==> src/rtl/wb_ctrl_pkg.sv <==
// wb_ctrl_pkg: shared writeback widths, register-file constants, source encoding.
// Latency: n/a (types and constants only).
// Backpressure: n/a.
package wb_ctrl_pkg;

  localparam int REG_AW   = 5;
  localparam int DATA_W   = 32;
  localparam int NUM_REGS = 1 << REG_AW;

  // x0 is hardwired zero; writes to it are dropped and never tracked
  localparam logic [REG_AW-1:0] ZERO_REG  = '0;
  localparam logic              WE_ACTIVE = 1'b1;

  localparam int STARVE_LIMIT_DEFAULT = 4;

  typedef logic [REG_AW-1:0] reg_addr_t;
  typedef logic [DATA_W-1:0] data_t;

  typedef struct packed {
    reg_addr_t addr;
    data_t     data;
  } wb_req_t;

  typedef enum logic [1:0] {
    SRC_NONE,
    SRC_SKID,
    SRC_LS,
    SRC_EX
  } wb_src_t;

  function automatic logic is_tracked(reg_addr_t a);
    return a != ZERO_REG;
  endfunction

endpackage

==> src/rtl/wb_ctrl_if.sv <==
// wb_ctrl_if: EX/long-latency result inputs, issue tracking, register-file write port.
// Latency: n/a (wires only).
// Backpressure: exStallOut holds EX/ID; lsReadyOut is the long-latency ready.
interface wb_ctrl_if;
  import wb_ctrl_pkg::*;

  logic                exValidIn;
  reg_addr_t           exAddrIn;
  data_t               exDataIn;
  logic                exStallOut;
  logic                lsValidIn;
  reg_addr_t           lsAddrIn;
  data_t               lsDataIn;
  logic                lsReadyOut;
  logic                issueValidIn;
  reg_addr_t           issueAddrIn;
  logic                wFlagOut;
  reg_addr_t           wAddrOut;
  data_t               wDataOut;
  logic [NUM_REGS-1:0] busyOut;

  modport master (
    output exValidIn, exAddrIn, exDataIn,
    output lsValidIn, lsAddrIn, lsDataIn,
    output issueValidIn, issueAddrIn,
    input  exStallOut, lsReadyOut, wFlagOut, wAddrOut, wDataOut, busyOut
  );

  modport slave (
    input  exValidIn, exAddrIn, exDataIn,
    input  lsValidIn, lsAddrIn, lsDataIn,
    input  issueValidIn, issueAddrIn,
    output exStallOut, lsReadyOut, wFlagOut, wAddrOut, wDataOut, busyOut
  );

endinterface

==> src/rtl/wb_scoreboard.sv <==
// wb_scoreboard: busy bit per register for pending long-latency writes (built with WB_SCOREBOARD_EN).
// Latency: set/clear visible on busy one cycle after the edge; set wins over clear.
// Backpressure: none. Ports: clk, rst, setEn/setAddr, clrEn/clrAddr, busy vector.
module wb_scoreboard
  import wb_ctrl_pkg::*;
(
  input  logic                clk,
  input  logic                rst,
  input  logic                setEn,
  input  reg_addr_t           setAddr,
  input  logic                clrEn,
  input  reg_addr_t           clrAddr,
  output logic [NUM_REGS-1:0] busy
);

  logic [NUM_REGS-1:0] setMask;
  logic [NUM_REGS-1:0] clrMask;

  always_comb begin
    setMask = '0;
    clrMask = '0;
    if (setEn && is_tracked(setAddr)) setMask[setAddr] = 1'b1;
    if (clrEn && is_tracked(clrAddr)) clrMask[clrAddr] = 1'b1;
  end

  // OR-ing the set mask after the clear makes a same-address set win
  always_ff @(posedge clk or posedge rst) begin
    if (rst) busy <= '0;
    else     busy <= (busy & ~clrMask) | setMask;
  end

endmodule

==> src/rtl/wb_ctrl.sv <==
// wb_ctrl: arbitrates EX and long-latency results onto the register-file write port.
// Latency: source selected in cycle N is written (wFlagOut/wAddrOut/wDataOut) in cycle N+1.
// Backpressure: lsReadyOut low while EX wins or skid full; exStallOut one cycle per skid capture.
// Ports: clk, rst (async active-high), wb (wb_ctrl_if.slave). Optional WB_SCOREBOARD_EN adds busyOut tracking.
module wb_ctrl
  import wb_ctrl_pkg::*;
#(
  parameter int STARVE_LIMIT = STARVE_LIMIT_DEFAULT
) (
  input  logic       clk,
  input  logic       rst,
  wb_ctrl_if.slave   wb
);

  localparam int CNT_W = $clog2(STARVE_LIMIT + 1);
  localparam logic [CNT_W-1:0] CNT_MAX = CNT_W'(STARVE_LIMIT);

  logic             skidFull;
  wb_req_t          skidEntry;
  logic [CNT_W-1:0] starveCnt;
  logic             wFlag;
  wb_req_t          wReq;

  logic    starved;
  logic    lsReady;
  logic    lsAccept;
  logic    skidCapture;
  wb_src_t src;
  wb_req_t sel;

  assign starved  = wb.lsValidIn && (starveCnt == CNT_MAX);
  assign lsReady  = !rst && !skidFull && (!wb.exValidIn || starved);
  assign lsAccept = wb.lsValidIn && lsReady;

  // A starved long-latency result displaces a concurrent EX result into the skid
  assign skidCapture = starved && !skidFull && wb.exValidIn;

  always_comb begin
    src = SRC_NONE;
    if (skidFull)            src = SRC_SKID;
    else if (starved)        src = SRC_LS;
    else if (wb.exValidIn)   src = SRC_EX;
    else if (wb.lsValidIn)   src = SRC_LS;
  end

  always_comb begin
    sel = skidEntry;
    case (src)
      SRC_SKID: sel = skidEntry;
      SRC_LS:   sel = '{addr: wb.lsAddrIn, data: wb.lsDataIn};
      SRC_EX:   sel = '{addr: wb.exAddrIn, data: wb.exDataIn};
      default:  sel = skidEntry;
    endcase
  end

  always_ff @(posedge clk or posedge rst) begin
    if (rst) begin
      skidFull  <= 1'b0;
      skidEntry <= '0;
      starveCnt <= '0;
      wFlag     <= ~WE_ACTIVE;
      wReq      <= '0;
    end else begin
      // Skid drains in the cycle it is full, and cannot be refilled that cycle
      skidFull <= skidCapture;
      if (skidCapture) skidEntry <= '{addr: wb.exAddrIn, data: wb.exDataIn};

      if (!wb.lsValidIn || lsAccept) starveCnt <= '0;
      else if (starveCnt != CNT_MAX) starveCnt <= starveCnt + 1'b1;

      // x0 still completes its handshake but never raises the write enable
      wFlag <= ((src != SRC_NONE) && (sel.addr != ZERO_REG)) ? WE_ACTIVE : ~WE_ACTIVE;
      if (src != SRC_NONE) wReq <= sel;
    end
  end

  assign wb.lsReadyOut = lsReady;
  assign wb.exStallOut = skidFull;
  assign wb.wFlagOut   = wFlag;
  assign wb.wAddrOut   = wReq.addr;
  assign wb.wDataOut   = wReq.data;

`ifdef WB_SCOREBOARD_EN
  logic [NUM_REGS-1:0] busy;

  wb_scoreboard u_scoreboard (
    .clk     (clk),
    .rst     (rst),
    .setEn   (wb.issueValidIn),
    .setAddr (wb.issueAddrIn),
    .clrEn   (lsAccept),
    .clrAddr (wb.lsAddrIn),
    .busy    (busy)
  );

  assign wb.busyOut = busy;
`else
  logic unused_issue;
  assign unused_issue = ^{wb.issueValidIn, wb.issueAddrIn};
  assign wb.busyOut   = '0;
`endif

endmodule

==> src/flat_wrapper.sv <==
// flat-port wrapper written by rule: the top's interface ports become plain ports
module wb_ctrl_flat import wb_ctrl_pkg::*;
#(
  parameter int STARVE_LIMIT = STARVE_LIMIT_DEFAULT
)
  (clk, rst, wb_exValidIn, wb_exAddrIn, wb_exDataIn, wb_lsValidIn, wb_lsAddrIn, wb_lsDataIn, wb_issueValidIn, wb_issueAddrIn, wb_exStallOut, wb_lsReadyOut, wb_wFlagOut, wb_wAddrOut, wb_wDataOut, wb_busyOut);
  wb_ctrl_if wb_i ();
  input  logic clk;
  input  logic rst;
  input wire logic [$bits(wb_i.exValidIn)-1:0] wb_exValidIn;
  input wire logic [$bits(wb_i.exAddrIn)-1:0] wb_exAddrIn;
  input wire logic [$bits(wb_i.exDataIn)-1:0] wb_exDataIn;
  input wire logic [$bits(wb_i.lsValidIn)-1:0] wb_lsValidIn;
  input wire logic [$bits(wb_i.lsAddrIn)-1:0] wb_lsAddrIn;
  input wire logic [$bits(wb_i.lsDataIn)-1:0] wb_lsDataIn;
  input wire logic [$bits(wb_i.issueValidIn)-1:0] wb_issueValidIn;
  input wire logic [$bits(wb_i.issueAddrIn)-1:0] wb_issueAddrIn;
  output wire logic [$bits(wb_i.exStallOut)-1:0] wb_exStallOut;
  output wire logic [$bits(wb_i.lsReadyOut)-1:0] wb_lsReadyOut;
  output wire logic [$bits(wb_i.wFlagOut)-1:0] wb_wFlagOut;
  output wire logic [$bits(wb_i.wAddrOut)-1:0] wb_wAddrOut;
  output wire logic [$bits(wb_i.wDataOut)-1:0] wb_wDataOut;
  output wire logic [$bits(wb_i.busyOut)-1:0] wb_busyOut;
  assign wb_i.exValidIn = wb_exValidIn;
  assign wb_i.exAddrIn = wb_exAddrIn;
  assign wb_i.exDataIn = wb_exDataIn;
  assign wb_i.lsValidIn = wb_lsValidIn;
  assign wb_i.lsAddrIn = wb_lsAddrIn;
  assign wb_i.lsDataIn = wb_lsDataIn;
  assign wb_i.issueValidIn = wb_issueValidIn;
  assign wb_i.issueAddrIn = wb_issueAddrIn;
  assign wb_exStallOut = wb_i.exStallOut;
  assign wb_lsReadyOut = wb_i.lsReadyOut;
  assign wb_wFlagOut = wb_i.wFlagOut;
  assign wb_wAddrOut = wb_i.wAddrOut;
  assign wb_wDataOut = wb_i.wDataOut;
  assign wb_busyOut = wb_i.busyOut;
  wb_ctrl #(.STARVE_LIMIT(STARVE_LIMIT)) u_core (.clk(clk), .rst(rst), .wb(wb_i));
endmodule
==> config.mk <==
export PLATFORM = sky130hd
export DESIGN_NAME = wb_ctrl_flat
export DESIGN_NICKNAME = d
export VERILOG_FILES = /design/src/rtl/wb_ctrl_pkg.sv /design/src/rtl/wb_ctrl_if.sv /design/src/rtl/wb_scoreboard.sv /design/src/rtl/wb_ctrl.sv /design/src/flat_wrapper.sv
export SDC_FILE = /design/constraint.sdc
export NUM_CORES = 1
export LEC_CHECK = 0
export BUFFER_PORTS_ARGS = -buffer_cell sky130_fd_sc_hd__buf_4
export CAP_MARGIN = 20
export CORE_MARGIN = 2
export CORE_UTILIZATION = 40
export DETAILED_ROUTE_END_ITERATION = 6
export PLACE_DENSITY = 0.73
export SLEW_MARGIN = 40
export SYNTH_ARGS = -nofsm -noshare
export SYNTH_HDL_FRONTEND = slang
export SYNTH_SLANG_ARGS = --single-unit
==> constraint.sdc <==
create_clock -name clk -period 5.5 [get_ports clk]
set_clock_uncertainty 0.05 [all_clocks]
set_input_delay 0.275 -clock clk [delete_from_list [all_inputs] [get_ports clk]]
set_output_delay 0.275 -clock clk [all_outputs]
set_load 0.05 [all_outputs]
==> results of run 1 <==
-- layout make-up --
type                            count  share of cell area (%)
Clock buffer                       11                    2.71
Clock inverter                      5                    1.71
Inverter                            4                   0.336
Multi-Input combinational cell    239                    31.0
Sequential cell                    79                    40.8
Tap cell                          111                    2.87
Timing Repair Buffer              126                    20.5
-- stage by stage --
| step | utilization, % | hold slack (ps) |
|---|---|---|
| floorplan | - | 374 |
| CTS | 53.1 | 104 |
| detailed placement | 50.7 | 326 |
| finish | 53.1 | 116 |
| global placement | 49.7 | 323 |
| global route | 53.1 | 91.6 |
-- power by group through the flow --
stage	Sequential (uW)	Combinational, uW	Clock (uW)
after floorplan	822	189	0
after global placement	713	407	0
after detailed placement	717	420	0
after CTS	706	421	482
after global routing	716	444	513
final	706	417	471
-- layer usage --
layer / part of all wire (%) / up-vias / global-route usage, % / wire, um
li1: - / 1391 / - / -
met1: 42 / 1447 / 22.5 / 3770
met2: 48 / 123 / 30.2 / 4280
met3: 8.6 / 8 / 6.13 / 771
met4: 1.1 / 0 / 5.27 / 99
met5: 0 / - / 0 / 0
-- path summary, 6_finish.rpt --
| check | from | endpoint | depth (start not counted) |
|---|---|---|---|
| min | wb_exDataIn[9] | u_core.skidEntry[9]$_DFFE_PP0P_ | 2 |
| max | u_core.wb.exStallOut$_DFF_PP0_ | u_core.wb.wDataOut[9]$_DFFE_PP0P_ | 6 |
| min in group asynchronous | rst | u_core.starveCnt[1]$_DFFE_PP0P_ | 3 |
| max reg2reg | u_core.wb.exStallOut$_DFF_PP0_ | u_core.wb.wDataOut[9]$_DFFE_PP0P_ | 6 |
| max in group asynchronous | rst | u_core.wb.wDataOut[3]$_DFFE_PP0P_ | 4 |
| min reg2reg | u_core.skidEntry[11]$_DFFE_PP0P_ | u_core.skidEntry[11]$_DFFE_PP0P_ | 1 |
-- flip-flops by register name (all words and copies together) (netlist names) --
name                  flops
u_core.wb.exStallOut      1
u_core.wb.wFlagOut        1
u_core.wb.wDataOut       32
u_core.skidEntry         37
u_core.wb.wAddrOut        5
u_core.starveCnt          3
-- cells by family (layout without fill, tap and decap cells) --
logic type | after synthesis | after routing | synth area share [%]
muxes | 37 | 37 | 11.3
DFF | 79 | 79 | 53.6
and+or+nand+nor | 70 | 70 | 7.60
buffers and inverters | 59 | 146 | 9.60
other | 1 | 32 | 0.102
AOI/OAI and AO/OA | 97 | 97 | 16.9
adders and majority gates | 2 | 2 | 0.679
xor gates and xnor gates | 1 | 1 | 0.238
-- cells in the mapped netlist --
library cell,number
a211oi_1,1
nand2b_1,3
buf_2,10
a22oi_1,32
o21ai_1,1
a31oi_1,16
a21oi_2,1
ha_1,2
nand2_1,20
nor2b_1,1
a21oi_1,21
nor2_1,41
conb_1,1
buf_4,32
a21boi_0,1
a222oi_1,5
nand3_1,3
o21a_1,1
xnor2_1,1
or3_1,1
dfrtp_1,79
nor3_1,1
clkbuf_1,13
inv_2,1
mux2_2,37
inv_1,3
o21ai_0,18
==> flow_metrics.py, run 1 <==
metrics = {
    "die": {
        "initial_core_util_pct": 40.5,
        "die_w_um": 100,
        "fp.dieArea_sq_um": 10000,
        "core_sq_um": 9110,
        "num_rows": 35,
        "pin_count": 156,
        "dieHeight_um": 100,
    },
    "power_and_ir_drop": {
        "p_per_area_nw_per_um2": 329,
        "p_sw_share_pct": 32.8,
        "ir_drop_v": 0.000160,
        "p_clk_share_pct": 29.6,
        "finalPower_uw": 1590,
        "intPower_uw": 1070,
        "seq_power_share_pct": 44.3,
        "leakagePower_uw": 0.00233,
        "switchingPower_uw": 523,
        "p_comb_share_pct": 26.2,
    },
    "yosys": {
        "synth_warnings": 0,
        "synth_top_area_share_pct": 53.6,
        "synth_area_leaders": "dfrtp_1, mux2_2, a22oi_1, buf_4, nor2_1",
        "ys_ff_latch": 79,
        "syn-cell-area_sq_um": 3690,
        "yosysTopAreaCell": "dfrtp_1",
        "syn_area_per_cell_sq_um": 10.7,
        "ys_seq_area_share_pct": 53.6,
        "synthCells": 346,
        "synth_cell_type_count": 27,
    },
    "clocking": {
        "cts_hold_buf": 1,
        "cts_resized": 0,
        "cts_buffers": 9,
        "clock_sinks": 79,
        "cts-htree-levels": 3,
        "cts_tree": "yes",
        "cts.clk_slew.worst_paths_ps": 90,
        "worstSkewPairLatency_ps": 340,
        "post-cts-setup-buffer-count": 0,
        "root_buffer": "clkbuf_8",
        "clockBufferDepth": 2,
    },
    "worst_setup_path": {
        "slowest_stage": "nor2b_4",
        "worst_setup_path_end_kind": "flip-flop",
        "path_class": "reg2reg",
        "critPathLaunchType": "flip-flop",
        "cpLargestDelayFamily": "simple AND/OR/NAND/NOR gates",
        "cpPeakStageDelay_ps": 530,
        "r2r_slack_ps": 3310,
        "path_buf_inv": 2,
        "critical_path.cell_chain": "buf_4, nand2b_1, nor2b_4, buf_8, a22oi_1, a31oi_1",
        "arrival_ps": 2410,
        "required_ps": 5720,
        "crit_path_max_fanout": 22,
    },
    "grt": {
        "grt_max_degree": 60,
        "gr-usage-all-layers_pct": 18.1,
        "grt_remaining_overflow": 0,
        "antenna_found_initial": 0,
        "grt_pass1_vias": 2911,
        "grt_pass1_wl_mm": 14.2,
    },
    "drt": {
        "ant_nets": 0,
        "via_per_inst": 5.16,
        "totalWireLength_mm": 8.92,
        "drcViolationCount": 0,
        "num_vias": 2969,
        "drtPass1Iterations": 4,
        "drt_iter0_drc": 116,
        "routedWlPerCell_um": 15.5,
    },
    "place": {
        "pre_cts_ws_ps": 3260,
        "routabilityCongestion": 0.769,
        "dp_cells": 558,
        "io_buffers": 117,
        "dpl_cell_area_sq_um": 4620,
        "place_hpwl_mm": 6.25,
    },
    "finish": {
        "layout-drive-gt1-share_pct": 39.2,
        "area_growth_pct": 31.3,
        "fin_cells": 575,
        "n_fill_cell": 799,
        "multi_input_area_sq_um": 1500,
        "final_cell_mix": "buf_4, dfrtp_1, nor2_1",
        "final_area_sq_um": 4840,
        "layout_commonest_cell": "buf_4",
        "regArea_sq_um": 1980,
        "diodes": 0,
        "fin_nets": 545,
    },
    "sta": {
        "setup_viol": 0,
        "period_minus_slack_ps": 2190,
        "slew_headroom_pct": 58.1,
        "drv_slew": 0,
        "worst_pin_slew_ps": 628,
        "final-hold-violation-count": 0,
        "setup_tns_ps": 0,
        "rsz0062_at_grt": "false",
        "setup_slack_ps": 3310,
        "fmax_ghz": 0.457,
        "fin_crit_sh_pct": 39.8,
    },
    "run": {
        "cap_violations": 0,
    },
    "worst_hold_path": {
        "hold_path_class": "in2reg",
    },
    "outcome": {
        "status": "completed",
    },
}
Power figures use the tool's default switching activity.
==> run 2: changes to the inputs <==
--- a/config.mk
+++ b/config.mk
@@ -10,7 +10,7 @@
 export CORE_MARGIN = 2
 export CORE_UTILIZATION = 40
 export DETAILED_ROUTE_END_ITERATION = 6
-export PLACE_DENSITY = 0.73
+export PLACE_DENSITY = 0.75
 export SLEW_MARGIN = 40
 export SYNTH_ARGS = -nofsm -noshare
 export SYNTH_HDL_FRONTEND = slang
==> constraint.sdc (replaced) <==
create_clock -name clk -period 1.9 [get_ports clk]
set_clock_uncertainty 0.05 [all_clocks]
set_input_delay 0.095 -clock clk [delete_from_list [all_inputs] [get_ports clk]]
set_output_delay 0.095 -clock clk [all_outputs]
set_load 0.05 [all_outputs]
==> flow_metrics.py, run 2 (same netlist as run 1, synthesis figures left out) <==
metrics = {
    "outcome": {
        "status": "completed",
    },
    "worst_setup_path": {
        "worst_setup_path_end_kind": "output port",
        "r2r-start": "u_core.starveCnt[0]$_DFFE_PP0P_",
        "arrival_ps": 1670,
        "r2r_slack_ps": 100,
        "critPathLaunchType": "flip-flop",
        "reg2regPathDepth": 7,
        "required_ps": 1750,
        "crit_path_max_fanout": 3,
        "cp-startpoint": "u_core.starveCnt[0]$_DFFE_PP0P_",
        "cp-endpoint": "wb_lsReadyOut",
        "r2r_end": "u_core.wb.wFlagOut$_DFF_PP0_",
        "path_class": "reg2out",
    },
    "finish": {
        "diodes": 0,
        "layout_commonest_cell": "buf_4",
        "multi_input_area_sq_um": 1530,
        "top_register": "u_core.skidEntry",
        "final_cell_mix": "buf_4, dfrtp_1, dlygate4sd3_1",
        "post-route-util_pct": 59.8,
        "area_growth_pct": 47.8,
        "fin_cells": 635,
        "fin_nets": 605,
        "largest_reg_flops": 37,
        "n_fill_cell": 765,
        "layout-drive-gt1-share_pct": 37.8,
        "regArea_sq_um": 1980,
    },
    "die": {
        "fp.dieArea_sq_um": 10000,
        "pin_count": 156,
        "initial_core_util_pct": 40.5,
        "die_w_um": 100,
        "num_rows": 35,
        "dieHeight_um": 100,
        "core_sq_um": 9110,
    },
    "drt": {
        "ant_nets": 0,
        "drcViolationCount": 0,
        "drt_iter0_drc": 168,
        "num_vias": 3245,
        "via_per_inst": 5.11,
        "drtPass1Iterations": 5,
        "routedWlPerCell_um": 15.8,
        "totalWireLength_mm": 10.0,
    },
    "sta": {
        "setup_viol": 0,
        "slew_headroom_pct": 53.0,
        "fmax_ghz": 0.552,
        "fin_crit_sh_pct": 95.4,
        "period_minus_slack_ps": 1810,
        "worst_pin_slew_ps": 700,
        "final-hold-violation-count": 0,
        "drv_slew": 0,
        "fin_hold_ws_ps": 11.8,
    },
    "power_and_ir_drop": {
        "leakagePower_uw": 0.00260,
        "p_per_area_nw_per_um2": 879,
        "ir_drop_v": 0.000571,
    },
    "place": {
        "routabilityCongestion": 0.778,
        "place_hpwl_mm": 6.32,
        "io_buffers": 117,
        "dp_cells": 566,
    },
    "clocking": {
        "clockBufferDepth": 2,
        "cts_tree": "yes",
        "worstSkewPairLatency_ps": 350,
        "cts-htree-levels": 3,
        "cts.clk_slew.worst_paths_ps": 80,
        "cts_buffers": 9,
        "clock_sinks": 79,
        "root_buffer": "clkbuf_8",
    },
    "worst_hold_path": {
        "hold_path_class": "in2reg",
        "worstHoldStart": "wb_lsDataIn[5]",
    },
    "grt": {
        "gr-usage-all-layers_pct": 20.5,
        "grt_remaining_overflow": 0,
        "grt_pass1_wl_mm": 16.1,
        "grt_max_degree": 41,
        "antenna_found_initial": 0,
        "grt_pass1_vias": 3438,
    },
    "run": {
        "cap_violations": 0,
    },
}
## run 2: changes by cell type in the layout (fill, tap and decap cells not counted), sizes merged
cell,delta
clkinv,+1
clkinvlp,-1
dlygate4sd3,+50
buf,+10
## run 2: where the power goes
group | total (uW) | switching, uW | leakage [uW] | internal, uW
combinational | 1330 | 803 | 0.00148 | 525
clock | 1410 | 633 | 0.000110 | 777
sequential | 2050 | 131 | 0.00101 | 1920
total | 4790 | 1570 | 0.00260 | 3220
## run 2: layout make-up
class	count	share of cell area, %
Clock buffer	11	2.59
Clock inverter	5	1.49
Multi-Input combinational cell	239	28.0
Sequential cell	79	36.3
Tap cell	111	2.55
Timing Repair Buffer	186	28.8
Inverter	4	0.344
## run 2: how the worst min path moves through the flow
stage,slack (ps),to,depth (start not counted)
after floorplan,190,u_core.starveCnt[1]$_DFFE_PP0P_,1
after detailed placement,80,u_core.wb.wDataOut[30]$_DFFE_PP0P_,2
after global routing,5,u_core.wb.wDataOut[5]$_DFFE_PP0P_,3
after CTS,1,u_core.wb.wDataOut[1]$_DFFE_PP0P_,3
after global placement,70,u_core.wb.wDataOut[30]$_DFFE_PP0P_,2
final,10,u_core.wb.wDataOut[5]$_DFFE_PP0P_,3
## run 2: timing repair
action	4_1_cts	5_1_grt
pin swaps	1	2
hold buffers	51	0
resized for setup	3	7
endpoints found under the setup margin	3	50
buffers inserted	1	1
endpoints found under the hold margin	64	0
## run 2: critical path, cell delays in order, from the launching register on
cell	delay (ps)
dfrtp_1	410
inv_2	80
ha_4	140
nand3_2	90
buf_6	140
a211oi_4	260
buf_6	190
## run 2: per-stage QoR
stage | worst slack, ps | area (sq um) | power, uW | TNS [ps]
after global placement | 94.4 | 4670 | 3260 | 0
after floorplan | -7.75 | 3820 | 2930 | -7.75
after CTS | 14.4 | 5420 | 4790 | 0
after global routing | -43.5 | 5450 | 5010 | -45.6
final | 87.9 | 5450 | 4790 | 0
after detailed placement | 9.19 | 4670 | 3300 | 0
## run 2: layer usage
| metal | part of all wire [%] | vias up | track usage (%) | wire, um |
|---|---|---|---|---|
| met2 | 50 | 142 | 36.2 | 5060 |
| met1 | 41 | 1577 | 24.0 | 4100 |
| met4 | 1.7 | 0 | 6.43 | 168 |
| met5 | 0 | - | 0 | 0 |
| li1 | - | 1509 | - | - |
| met3 | 6.9 | 17 | 5.92 | 688 |
==> run 3: changes to the inputs <==
==> constraint.sdc (replaced) <==
create_clock -name clk -period 1.9 [get_ports clk]
set_clock_uncertainty 0.05 [all_clocks]
set_input_delay 0.095 -clock clk [delete_from_list [all_inputs] [get_ports clk]]
set_output_delay 0.095 -clock clk [all_outputs]
set_load 0.02 [all_outputs]
==> flow_metrics.py, run 3 (same netlist as run 1, synthesis figures left out) <==
metrics = {
    "drt": {
        "totalWireLength_mm": 9.77,
        "via_per_inst": 5.10,
        "num_vias": 3215,
        "drtPass1Iterations": 7,
        "drt_iter0_drc": 143,
        "ant_nets": 0,
        "routedWlPerCell_um": 15.5,
        "drcViolationCount": 3,
    },
    "sta": {
        "rsz0062_at_grt": "false",
        "fmax_ghz": 0.562,
        "fin_crit_sh_pct": 93.7,
        "drv_slew": 0,
        "slew_headroom_pct": 65.1,
        "final-hold-violation-count": 0,
        "setup_viol": 0,
        "period_minus_slack_ps": 1780,
        "worst_pin_slew_ps": 520,
        "setup_tns_ps": 0,
        "setup_slack_ps": 121,
    },
    "clocking": {
        "clockBufferDepth": 2,
        "cts-htree-levels": 3,
        "cts_buffers": 9,
        "worstSkewPairLatency_ps": 350,
        "root_buffer": "clkbuf_8",
        "cts.clk_slew.worst_paths_ps": 90,
        "clock_sinks": 79,
        "cts_tree": "yes",
    },
    "grt": {
        "grt_remaining_overflow": 0,
        "gr-usage-all-layers_pct": 19.7,
        "grt_pass1_vias": 3285,
        "grt_pass1_wl_mm": 15.5,
        "antenna_found_initial": 0,
        "grt_max_degree": 50,
    },
    "finish": {
        "multi_input_area_sq_um": 1520,
        "regArea_sq_um": 1980,
        "layout_commonest_cell": "buf_4",
        "n_fill_cell": 746,
        "diodes": 0,
        "largest_reg_flops": 37,
        "final_area_sq_um": 5440,
        "top_register": "u_core.skidEntry",
        "fin_nets": 601,
        "post-route-util_pct": 59.7,
        "area_growth_pct": 47.5,
        "layout-drive-gt1-share_pct": 37.7,
        "final_cell_mix": "buf_4, dfrtp_1, dlygate4sd3_1",
    },
    "place": {
        "dpl_cell_area_sq_um": 4680,
        "pre_cts_ws_ps": 12.4,
        "io_buffers": 117,
        "routabilityCongestion": 0.763,
        "place_hpwl_mm": 6.30,
    },
    "die": {
        "initial_core_util_pct": 40.5,
        "dieHeight_um": 100,
        "die_w_um": 100,
        "fp.dieArea_sq_um": 10000,
        "num_rows": 35,
        "core_sq_um": 9110,
        "pin_count": 156,
    },
    "outcome": {
        "violations": "design-rule violations",
        "status": "finished, violations left",
    },
    "worst_setup_path": {
        "cp-startpoint": "u_core.starveCnt[0]$_DFFE_PP0P_",
        "worst_setup_path_end_kind": "output port",
        "path_class": "reg2out",
        "reg2regPathDepth": 6,
        "r2r_slack_ps": 140,
        "critPathLaunchType": "flip-flop",
        "arrival_ps": 1630,
        "crit_path_max_fanout": 3,
        "r2r-start": "u_core.wb.exStallOut$_DFF_PP0_",
        "r2r_end": "u_core.wb.wDataOut[27]$_DFFE_PP0P_",
        "required_ps": 1750,
    },
    "worst_hold_path": {
        "worst_hold_path.endpoint": "u_core.wb.wDataOut[26]$_DFFE_PP0P_",
        "hold_depth": 3,
        "hold_path_class": "in2reg",
        "worstHoldStart": "wb_lsDataIn[26]",
    },
    "power_and_ir_drop": {
        "leakagePower_uw": 0.00259,
        "p_per_area_nw_per_um2": 817,
        "ir_drop_v": 0.000424,
        "finalPower_uw": 4450,
    },
    "run": {
        "cap_violations": 0,
    },
}
-- run 3: cell types whose count changed in the layout (fill, tap and decap cells not counted), sizes merged --
cell,previous run,this run
buf,135,132
clkinv,2,4
inv,3,4
clkbuf,11,9
dlygate4sd3,51,50
clkinvlp,2,1
-- run 3: area by class of cell --
cell class | instances | area share [%]
Timing Repair Buffer | 182 | 28.7
Clock inverter | 7 | 1.77
Multi-Input combinational cell | 239 | 28.0
Inverter | 4 | 0.345
Tap cell | 111 | 2.55
Clock buffer | 9 | 2.28
Sequential cell | 79 | 36.3
-- run 3: worst max-delay path by stage --
stage | to | depth (start not counted)
global placement | u_core.wb.wDataOut[8]$_DFFE_PP0P_ | 7
global route | u_core.wb.wFlagOut$_DFF_PP0_ | 6
CTS | wb_lsReadyOut | 6
floorplan | u_core.wb.wFlagOut$_DFF_PP0_ | 8
finish | wb_lsReadyOut | 6
detailed placement | u_core.wb.wDataOut[27]$_DFFE_PP0P_ | 7
-- run 3: repair_timing --
item | CTS | global route
endpoints found under the setup margin | 2 | 26
endpoints found under the hold margin | 130 | 0
pin swaps | 0 | 1
setup buffers | 0 | 1
gates resized for setup | 2 | 7
hold buffers | 50 | 0
-- run 3: worst max-delay path, cell delays in order (launching register included) --
cell and delay (ps):
dfrtp_1 400, inv_2 70, ha_4 140, nand3_1 90, buf_4 170, a211oi_4 270, buf_6 160
-- run 3: report_power, final --
part           internal, uW  total [uW]  switching (uW)
Clock                   744        1370             630
Combinational           522        1020             500
Sequential             1920        2050             129
-- run 3: through the flow --
step / instances / hold WS, ps
floorplan: 377 / 194
global placement: 564 / 161
detailed placement: 564 / 167
CTS: 630 / 0.328
global route: 631 / 12.5
finish: 631 / 16.8
-- run 3: metal layers --
layer	vias up	track usage (%)	share of wire [%]
met5	-	0	0
li1	1500	-	-
met2	159	33.6	50
met1	1534	22.9	41
met4	0	9.38	1.8
met3	22	5.50	7.7
